===== config.mk =====
export PLATFORM = sky130hd
export DESIGN_NAME = word_aligner
export DESIGN_NICKNAME = d
export VERILOG_FILES = /design/src/rtl/word_aligner.sv
export SDC_FILE = /design/constraint.sdc
export NUM_CORES = 1
export LEC_CHECK = 0
export CORE_MARGIN = 5
export CORE_UTILIZATION = 45
export DETAILED_ROUTE_END_ITERATION = 16
export GPL_ROUTABILITY_DRIVEN = 1
export PLACE_DENSITY = 0.82
export SLEW_MARGIN = 20
export SYNTH_ARGS = -nofsm -noshare
export SYNTH_HDL_FRONTEND = slang
export SYNTH_SLANG_ARGS = --single-unit

===== constraint.sdc =====
create_clock -name clk -period 2.57 [get_ports clk]
set_clock_uncertainty 0.15 [all_clocks]
set_input_delay 0.514 -clock clk [delete_from_list [all_inputs] [get_ports clk]]
set_output_delay 0.514 -clock clk [all_outputs]
set_load 0.1 [all_outputs]

===== src/rtl/word_aligner.sv =====
// word_aligner: frame-alignment controller closing the loop around the barrel
// shifter. Hunts for SYNC_WORD by stepping the rotate distance, verifies the
// frame period, then tracks lock and marks frame starts.
// Optional feature: define WORD_ALIGNER_INVERT_EN to also accept ~SYNC_WORD
// and report the latched polarity on inv.
module word_aligner #(
  parameter int              DATA_W     = 32,
  parameter int              DIST_W     = $clog2(DATA_W),
  parameter logic [DATA_W-1:0] SYNC_WORD = DATA_W'(32'h1ACF_FC1D),
  parameter int              FRAME_LEN  = 8,
  parameter int              LOCK_CNT   = 3,
  parameter int              UNLOCK_CNT = 2,
  parameter int              SETTLE_W   = 2
) (
  input  logic              clk,
  input  logic              nrst,
  input  logic              sd_valid,
  input  logic [DATA_W-1:0] sd,
  output logic [DIST_W-1:0] dst,
  output logic              locked,
  output logic              frame_start,
  output logic              hunt_wrap,
  output logic              inv
);
  localparam logic [1:0] HUNT   = 2'd0;
  localparam logic [1:0] SETTLE = 2'd1;
  localparam logic [1:0] VERIFY = 2'd2;
  localparam logic [1:0] LOCKED = 2'd3;

  localparam int PW = $clog2(FRAME_LEN);
  localparam int SW = $clog2(SETTLE_W + 1);
  localparam int MW = $clog2(LOCK_CNT + 1);
  localparam int UW = $clog2(UNLOCK_CNT + 1);

  localparam logic [PW-1:0]     POS_LAST  = PW'(FRAME_LEN - 1);
  localparam logic [SW-1:0]     SET_LAST  = SW'(SETTLE_W - 1);
  localparam logic [MW-1:0]     LOCK_LAST = MW'(LOCK_CNT - 1);
  localparam logic [UW-1:0]     MISS_LAST = UW'(UNLOCK_CNT - 1);
  localparam logic [DIST_W-1:0] DST_LAST  = DIST_W'(DATA_W - 1);

  logic [1:0]    state;
  logic [PW-1:0] pos;       // frame position while verifying/locked
  logic [PW-1:0] tmo;       // non-matching words seen while hunting
  logic [SW-1:0] settle;
  logic [MW-1:0] match_cnt;
  logic [UW-1:0] miss_cnt;

  // hit_any: hunt-time acceptance; hit_pol: compare against the locked polarity
  logic hit_any, hit_pol;

`ifdef WORD_ALIGNER_INVERT_EN
  logic hit_inv;
  assign hit_inv = (sd == ~SYNC_WORD);
  assign hit_any = (sd == SYNC_WORD) || hit_inv;
  assign hit_pol = (sd == (inv ? ~SYNC_WORD : SYNC_WORD));

  // Latch polarity at the hunt match; drop it whenever we fall back to HUNT
  always_ff @(posedge clk) begin
    if (!nrst) inv <= 1'b0;
    else if (sd_valid) begin
      if (state == HUNT && hit_any) inv <= hit_inv;
      else if (state == VERIFY && pos == POS_LAST && !hit_pol) inv <= 1'b0;
      else if (state == LOCKED && pos == POS_LAST && !hit_pol && miss_cnt == MISS_LAST)
        inv <= 1'b0;
    end
  end
`else
  assign hit_any = (sd == SYNC_WORD);
  assign hit_pol = hit_any;
  assign inv     = 1'b0;
`endif

  // Alignment FSM; everything advances only on valid words, pulses self-clear
  always_ff @(posedge clk) begin
    if (!nrst) begin
      state       <= HUNT;
      pos         <= '0;
      tmo         <= '0;
      settle      <= '0;
      match_cnt   <= '0;
      miss_cnt    <= '0;
      dst         <= '0;
      locked      <= 1'b0;
      frame_start <= 1'b0;
      hunt_wrap   <= 1'b0;
    end else begin
      frame_start <= 1'b0;
      hunt_wrap   <= 1'b0;
      if (sd_valid) begin
        case (state)
          HUNT: begin
            if (hit_any) begin
              pos <= '0;
              tmo <= '0;
              if (LOCK_CNT == 1) begin
                state    <= LOCKED;
                locked   <= 1'b1;
                miss_cnt <= '0;
              end else begin
                state     <= VERIFY;
                match_cnt <= MW'(1);
              end
            end else if (tmo == POS_LAST) begin
              // a full frame without sync: slip one bit and let the shifter settle
              tmo    <= '0;
              settle <= '0;
              state  <= SETTLE;
              if (dst == DST_LAST) begin
                dst       <= '0;
                hunt_wrap <= 1'b1;
              end else begin
                dst <= dst + 1'b1;
              end
            end else begin
              tmo <= tmo + 1'b1;
            end
          end
          SETTLE: begin
            if (settle == SET_LAST) begin
              state  <= HUNT;
              settle <= '0;
              tmo    <= '0;
            end else begin
              settle <= settle + 1'b1;
            end
          end
          VERIFY: begin
            if (pos == POS_LAST) begin
              pos <= '0;
              if (hit_pol) begin
                if (match_cnt == LOCK_LAST) begin
                  state     <= LOCKED;
                  locked    <= 1'b1;
                  match_cnt <= '0;
                  miss_cnt  <= '0;
                end else begin
                  match_cnt <= match_cnt + 1'b1;
                end
              end else begin
                state     <= HUNT;
                match_cnt <= '0;
                tmo       <= '0;
              end
            end else begin
              pos <= pos + 1'b1;
            end
          end
          LOCKED: begin
            // only the expected frame position is compared
            if (pos == POS_LAST) begin
              pos <= '0;
              if (hit_pol) begin
                miss_cnt    <= '0;
                frame_start <= 1'b1;
              end else if (miss_cnt == MISS_LAST) begin
                state    <= HUNT;
                locked   <= 1'b0;
                miss_cnt <= '0;
                tmo      <= '0;
              end else begin
                miss_cnt <= miss_cnt + 1'b1;
              end
            end else begin
              pos <= pos + 1'b1;
            end
          end
          default: state <= HUNT;
        endcase
      end
    end
  end
endmodule

# After elaboration in Yosys (flattened, before gate mapping)
# Cells that the tools add are included.
# op_classes
add_sub_neg,6
eq_ne,23
muxes,48
n_bitwise,5
n_reduce_logical,16
# op_table
cell,n
$mux W2,22
$eq A32 B29 Y1 const B,1
$mux W3,10
$ne A2 B2 Y1 const B,11
$reduce_and A4 Y1,4
$reduce_and A8 Y1,2
$pmux W2 S2,3
$pmux W3 S4,1
$mux W1,8
$pmux W2 S4,1
$reduce_bool A2 Y1,4
$reduce_and A7 Y1,1
$add A2 B1 Y2 const B,3
$add A3 B1 Y3 const B,2
$eq A2 B1 Y1 const B,3
$eq A2 B2 Y1 const B,3
$eq A3 B3 Y1 const B,2
$ne A3 B3 Y1 const B,2
$pmux W3 S2,1
$reduce_and A6 Y1,1
$add A5 B1 Y5 const B,1
$eq A5 B5 Y1 const B,1
$mux W5,1
$not A1 Y1,5
5 further kinds,5
# totals
regBits,22
inputBits,35
output_inout_bits,9
elab_cells,108

# Logic depth before layout (Yosys ltp)
# Gate-level depths: netlist of the first run.
# depth
depth_word,5
ltp_mapped,7

# Worst setup path before layout of the first run
# OpenSTA, ideal clock, no wires.
# synth_timing
path_type,register to register
start,register dst[0]
end,register dst[3]
setup_ps,70
t_arrival_ps,2090
required_time_ps,2350
path_slack_ps,259
path_stages_with_launch,6
synth_period_minus_slack_ps,2311
cell_sequence,dfxtp_1 > ha_1 > and3_1 > ha_1 > or4_1 > a21oi_1
# synth_via
elab_chain_len,2
word_cells_on_any_way,3
# synth_rtl
item,line_no,source
from (decl),19,"output logic [DIST_W-1:0] dst,"
from (signal assigned),112,dst <= dst + 1'b1;
$add A5 B1 Y5 / $eq A5 B5 Y1 (equally long branches),"112, 108",
$mux W5 (*),108,if (dst == DST_LAST) begin
# Mark *: on every way between the ends. The rest lies on a longest branch, timed or not.
# A chain may end at the register's enable or synchronous reset.

# Worst setup path in the final report of the first run
# layout_timing
start,input port sd[20]
end,register miss_cnt[0]
# layout_via
elab_chain_len,4
word_cells_on_any_way,6
# layout_rtl
item,line_no,source
from (decl),18,"input logic [DATA_W-1:0] sd,"
$eq A32 B29 Y1 (*),68,assign hit_any = (sd == SYNC_WORD);
$mux W2,152,if (hit_pol) begin
$mux W2,150,if (pos == POS_LAST) begin
$pmux W2 S2,90,case (state)
to (signal assigned),161,miss_cnt <= miss_cnt + 1'b1;
to (decl),46,logic [UW-1:0] miss_cnt;
# Mark *: on every way between the ends. The rest lies on a longest branch, timed or not. The select of a mux whose other input is x is not followed.

==> results of run 1 <==
-- layout by cell type (no fill, tap or decap), drive strengths merged, types with 4 or more instances in the layout --
cell type      instances
ha                     6
clkdlybuf4s50         34
a31oi                  6
buf                   17
o21ai                 12
nand3                  4
nand2                 12
or4                    4
nor2b                 10
nand4                  6
nor2                  13
a21oi                 12
dfxtp                 22
nand2b                 4
-- stage by stage --
stage          instance area [sq um]  hold WS, ns
6_report                        1800        0.295
5_1_grt                         1800        0.317
3_3_place_gp                    1740        0.270
4_1_cts                         1800        0.297
2_1_floorplan                   1290        0.262
3_5_place_dp                    1740        0.279
-- worst paths after layout --
check	startpoint	endpoint
max	sd[20]	miss_cnt[0]$_SDFFE_PN0P_
min	settle[1]$_SDFFE_PN0P_	settle[1]$_SDFFE_PN0P_
max reg2reg	pos[0]$_SDFFE_PN0P_	state[0]$_SDFFE_PN0P_
min reg2reg	settle[1]$_SDFFE_PN0P_	settle[1]$_SDFFE_PN0P_
-- registers in the layout (all words and copies together), names as in the netlist --
signal       flops
dst              5
frame_start      1
hunt_wrap        1
locked           1
match_cnt        2
miss_cnt         2
pos              3
settle           2
state            2
tmo              3
-- critical path: cells and delay by family --
family          cells  cell delay, ns
buf+inv             1            0.39
simple gates        3            1.00
compound gates      2            0.46
-- layout make-up --
| type | count | area [sq um] | share of cell area, % |
|---|---|---|---|
| Multi-Input combinational cell | 121 | 786 | 43.7 |
| Timing Repair Buffer | 51 | 468 | 26.0 |
| Sequential cell | 22 | 440 | 24.5 |
| Tap cell | 31 | 38.8 | 2.16 |
| Clock inverter | 1 | 30.0 | 1.67 |
| Clock buffer | 3 | 22.5 | 1.25 |
| Inverter | 3 | 11.3 | 0.627 |
-- cell families after synthesis --
kind of cell / count (synthesis) / synth area share (%)
simple gates: 68 / 30.5
compound gates: 44 / 22.8
flops: 22 / 34.2
buf+inv: 13 / 4.76
fa+ha+maj: 6 / 5.83
mux: 2 / 1.55
other cells: 1 / 0.291
-- per-layer routing --
metal	wire length (um)	track usage, %	up-vias
met1	1550	22.4	632
li1	-	-	673
met5	0	0	-
met3	130	3.37	4
met2	1820	31.3	31
met4	44	5.19	0
-- where the power goes --
group | switching (uW) | internal (uW) | leakage (uW)
Combinational | 33.4 | 59.9 | 0.000487
Clock | 112 | 158 | 0.0000279
Sequential | 1.91 | 344 | 0.000178
==> flow_summary_export.csv, run 1 <==
group,metric,value,unit
clock_tree,clkTransAtPathRegs,0.13,ns
synth,synth_seq_cells,22,
floorplanning,initial_core_util,46.7,%
timing,min_period,2.30,ns
global_routing,antenna_found_initial,0,
routing,via_per_inst,5.78,
place,post-dp-hpwl,2830,um
worst_setup_path,crit_arrival,2.36,ns
power_and_ir_drop,p_leak,0.000693,uW
synth,yosys_most_used_dff,"dfxtp_1",
clock_tree,cts.sinks,22,
worst_setup_path,reg2reg_depth,6,
power_and_ir_drop,total_power,709,uW
layout,area_delta_synth_final,39.6,%
worst_setup_path,crit_chain,"clkdlybuf4s50_1 > nand4bb_1 > or4_4 > or2_1 > o41ai_2 > o32ai_1",
clock_tree,max-clock-path-buffers,2,
worst_setup_path,path_class,"in2reg",
synth,synthTopCellsByArea,"dfxtp_1, ha_1, nor2b_1",
worst_setup_path,r2r_setup_slack,0.48,ns
floorplanning,num_io_pins,44,
routing,routed_wl,3540,um
floorplanning,die-area,0.00403,sq mm
timing,finalSetupViolations,0,
synth,syn_nets,197,
synth,synth-edff-count,0,
synth,yosysUniqueCellTypes,44,
worst_setup_path,critPathCaptureType,"flop",
routing,drc,0,
timing,finalSetupTns,0,ns
routing,ant_nets,0,
clock_tree,tritoncts,"yes",
synth,synth_top_cell_area_share,34.2,%
synth,avgSynthCellArea,8.25,sq um
routing,vias,1340,
clock_tree,cts_hold_buf,0,
timing,timing.fmax,435,MHz
layout,final_cell_count_no_fill,232,
place,gp_congestion,0.871,
clock_tree,cts_root_buffer,"clkbuf_4",
global_routing,grt_start_max_net_pins,20,
timing,drv_slew,0,
layout,n_antenna_cell,0,
timing,fin_ws,0.269,ns
routing,avgRoutedWirePerCell,15.3,um
global_routing,grt_pass1_wl,6070,um
synth,netlist_instances,156,
floorplanning,die_h,63.5,um
floorplanning,coreArea,0.00276,sq mm
place,dp_cells,228,
synth,synth.most_common_cell,"dfxtp_1",
layout,drive_gt1_share,13.4,%
job,cap_violations,0,
synth,synth-seq-area-share,34.2,%
synth,yosys.area.top_type,"dfxtp_1",
worst_setup_path,crit_fanout,4,
clock_tree,htreeDepth,1,
synth,syn_area,0.00129,sq mm
timing,finalHoldViolCount,0,
synth,yosys-top-cells-count,"dfxtp_1, nor2_1, a21oi_1, nand2_1, o21ai_0",
layout,fillCellCount,223,
outcome,status,"finished clean",
place,io_buffers,42,
synth,yosys_warnings,0,
clock_tree,cts_setup_buffers,0,
clock_tree,cts-resized-gates,0,
clock_tree,cts-buffers-inserted,3,
worst_setup_path,slowest_stage,"or4_4",
clock_tree,insertion_delay,0.31,ns
layout,layout.nets,243,
floorplanning,rows,19,
timing,rsz0062_at_grt,"false",
worst_setup_path,cp_slowest_stage_delay,0.53,ns
routing,drt_iter0_drc,54,
synth,ys_async_sr_fraction,0,%
floorplanning,die_w,63.5,um
worst_setup_path,startpoint_type,"primary input",
hold_path,hold_path.class,"reg2reg",
global_routing,grt_pass1_vias,1343,
routing,first_pass_iters,4,
power_and_ir_drop,p_per_area,395,mW/mm^2
hold_path,min_path_cells,2,
layout,fin_util,65.2,%
worst_setup_path,required,2.63,ns
global_routing,grt_usage,18.1,%
power_and_ir_drop,peakVddDrop,661,uV
global_routing,grt_overflow_total,0,
timing,post-route-period-util,89.5,%
place,post-place-ws,-0.0772,ns
Power figures use the tool's default switching activity.
==> run 2, diff against run 1 <==
--- a/config.mk
+++ b/config.mk
@@ -9,7 +9,7 @@
 export CORE_UTILIZATION = 45
 export DETAILED_ROUTE_END_ITERATION = 16
 export GPL_ROUTABILITY_DRIVEN = 1
-export PLACE_DENSITY = 0.82
+export PLACE_DENSITY = 0.79
 export SLEW_MARGIN = 20
 export SYNTH_ARGS = -nofsm -noshare
 export SYNTH_HDL_FRONTEND = slang
==> run 2 against run 1 <==
  * Combinational power is 1% higher
  * First-iteration DRC count is 63% higher
  * Sequential cell count stayed put
  * Register-to-register slack better by 0.03 ns
  * Global-route usage is 0.32 points higher
  * Routed wire length is 3.5% higher
  * Core utilization is 0.27 points higher
  * Critical endpoint unchanged
==> flow_summary_export.csv, run 2 (same netlist as run 1, synthesis figures left out) <==
group,metric,value,unit
timing,finalHoldViolCount,0,
floorplanning,die_h,63.5,um
worst_setup_path,crit_fanout,5,
routing,vias,1350,
power_and_ir_drop,sw_frac_of_total,21.2,%
clock_tree,tritoncts,"yes",
worst_setup_path,required,2.63,ns
outcome,status,"finished clean",
clock_tree,cts_hold_buf,0,
floorplanning,num_io_pins,44,
worst_setup_path,startpoint_type,"primary input",
clock_tree,cts_setup_buffers,0,
timing,hold-worst-slack,0.299,ns
layout,fin_area,0.00180,sq mm
clock_tree,clkTransAtPathRegs,0.14,ns
power_and_ir_drop,p_int,562,uW
timing,finalSetupViolations,0,
global_routing,grt_usage,18.4,%
timing,rsz0062_at_grt,"false",
routing,drc,0,
timing,min_period,2.35,ns
global_routing,grt_use_met3,3.37,%
place,dpl_cell_area,0.00175,sq mm
global_routing,grtUsageMet1,20.0,%
floorplanning,rows,19,
power_and_ir_drop,pwr-share-seq,48.6,%
clock_tree,cts-resized-gates,0,
floorplanning,die-area,0.00403,sq mm
layout,final_cell_mix,"clkdlybuf4s50_1, dfxtp_1, buf_4",
floorplanning,initial_core_util,46.7,%
worst_setup_path,critPathCaptureType,"flop",
global_routing,grt_overflow_total,0,
place,post-dp-hpwl,2860,um
layout,largest_reg_flops,5,
routing,routed_wl,3670,um
clock_tree,htreeDepth,1,
routing,first_pass_iters,4,
power_and_ir_drop,p_per_area,395,mW/mm^2
clock_tree,insertion_delay,0.32,ns
hold_path,min_path_cells,2,
clock_tree,cts-buffers-inserted,3,
floorplanning,die_w,63.5,um
power_and_ir_drop,clockPowerShare,38.2,%
routing,ant_nets,0,
global_routing,grt_pass1_vias,1337,
clock_tree,max-clock-path-buffers,2,
power_and_ir_drop,power_frac_comb,13.2,%
timing,post-route-period-util,91.5,%
worst_setup_path,path_class,"in2reg",
timing,drv_slew,0,
layout,n_antenna_cell,0,
floorplanning,coreArea,0.00276,sq mm
worst_setup_path,reg2reg_depth,6,
routing,via_per_inst,5.79,
layout,largestRegisters,"dst: 5 flops, pos: 3 flops, tmo: 3 flops",
global_routing,gr-max-usage-layer,"met2",
global_routing,grt_pass1_wl,6070,um
routing,avgRoutedWirePerCell,15.7,um
layout,top_register,"dst",
hold_path,hold_path.class,"reg2reg",
layout,area_delta_synth_final,40.1,%
routing,drt_iter0_drc,88,
layout,drive_gt1_share,13.9,%
worst_setup_path,crit_arrival,2.41,ns
job,cap_violations,0,
timing,finalSetupTns,0,ns
layout,mostFrequentLayoutCell,"clkdlybuf4s50_1",
power_and_ir_drop,p_leak,0.000697,uW
global_routing,antenna_found_initial,0,
global_routing,globalRouteMet2Util,35.2,%
power_and_ir_drop,peakVddDrop,295,uV
place,io_buffers,42,
clock_tree,cts.sinks,22,
power_and_ir_drop,power_switching,152,uW
clock_tree,cts_root_buffer,"clkbuf_4",
timing,timing.fmax,425,MHz
place,gp_congestion,0.872,
global_routing,grt_start_max_net_pins,15,
layout,layout.nets,244,
[run 2: cell types whose count changed in the layout (fill, tap and decap cells not counted)]
cell,delta
buf_4,+1
[run 2: worst paths after layout]
check / slack [ns] / start / endpoint
worst max-delay path: 0.22 / sd[20] / miss_cnt[0]$_SDFFE_PN0P_
worst min-delay path: 0.30 / settle[1]$_SDFFE_PN0P_ / settle[1]$_SDFFE_PN0P_
worst max register to register: 0.51 / pos[0]$_SDFFE_PN0P_ / state[0]$_SDFFE_PN0P_
worst min register to register: 0.30 / settle[1]$_SDFFE_PN0P_ / settle[1]$_SDFFE_PN0P_
[run 2: critical path, stage by stage]
cell             delay [ns]
clkdlybuf4s50_1        0.40
nand4bb_1              0.19
or4_4                  0.54
or2_1                  0.30
o41ai_2                0.35
o32ai_1                0.12
[run 2: routing by layer]
metal / wire length, um / up-vias
met2: 2020 / 35
met3: 161 / 9
met1: 1440 / 633
li1: - / 673
met4: 48 / 0
met5: 0 / -
[run 2: layout make-up]
cell class	count	area [sq um]
clock buffer	3	22.5
clock inverter	1	30.0
fill	242	953
inverter	3	11.3
multi-input combinational	121	786
sequential	22	440
tap	31	38.8
timing repair buffer	52	475
[run 2: power groups by stage]
stage	clock [uW]	combinational (uW)	sequential, uW
after detailed placement	0	92.7	354
after CTS	274	94.1	346
final	273	94.3	346
after floorplan	0	31.6	353
after global placement	0	89.0	353
after global routing	292	101	347
[run 2: metrics by stage]
stage / setup WS [ns] / total power, uW / std cells / utilization (%)
after floorplan: 0.259 / 384 / 156 / -
after global placement: -0.0503 / 442 / 229 / 63.5
after detailed placement: -0.141 / 446 / 229 / 63.5
after CTS: 0.215 / 715 / 233 / 65.4
after global routing: 0.160 / 740 / 233 / 65.4
final: 0.219 / 713 / 233 / 65.4
==> run 3, diff against run 2 <==
--- a/config.mk
+++ b/config.mk
@@ -9,8 +9,10 @@
 export CORE_UTILIZATION = 45
 export DETAILED_ROUTE_END_ITERATION = 16
 export GPL_ROUTABILITY_DRIVEN = 1
+export HOLD_SLACK_MARGIN = 0.12
 export PLACE_DENSITY = 0.79
 export SLEW_MARGIN = 20
 export SYNTH_ARGS = -nofsm -noshare
 export SYNTH_HDL_FRONTEND = slang
 export SYNTH_SLANG_ARGS = --single-unit
+export TNS_END_PERCENT = 10
==> results of run 3 <==
No change in the layout: final DEF, timing and power equal those of run 2.
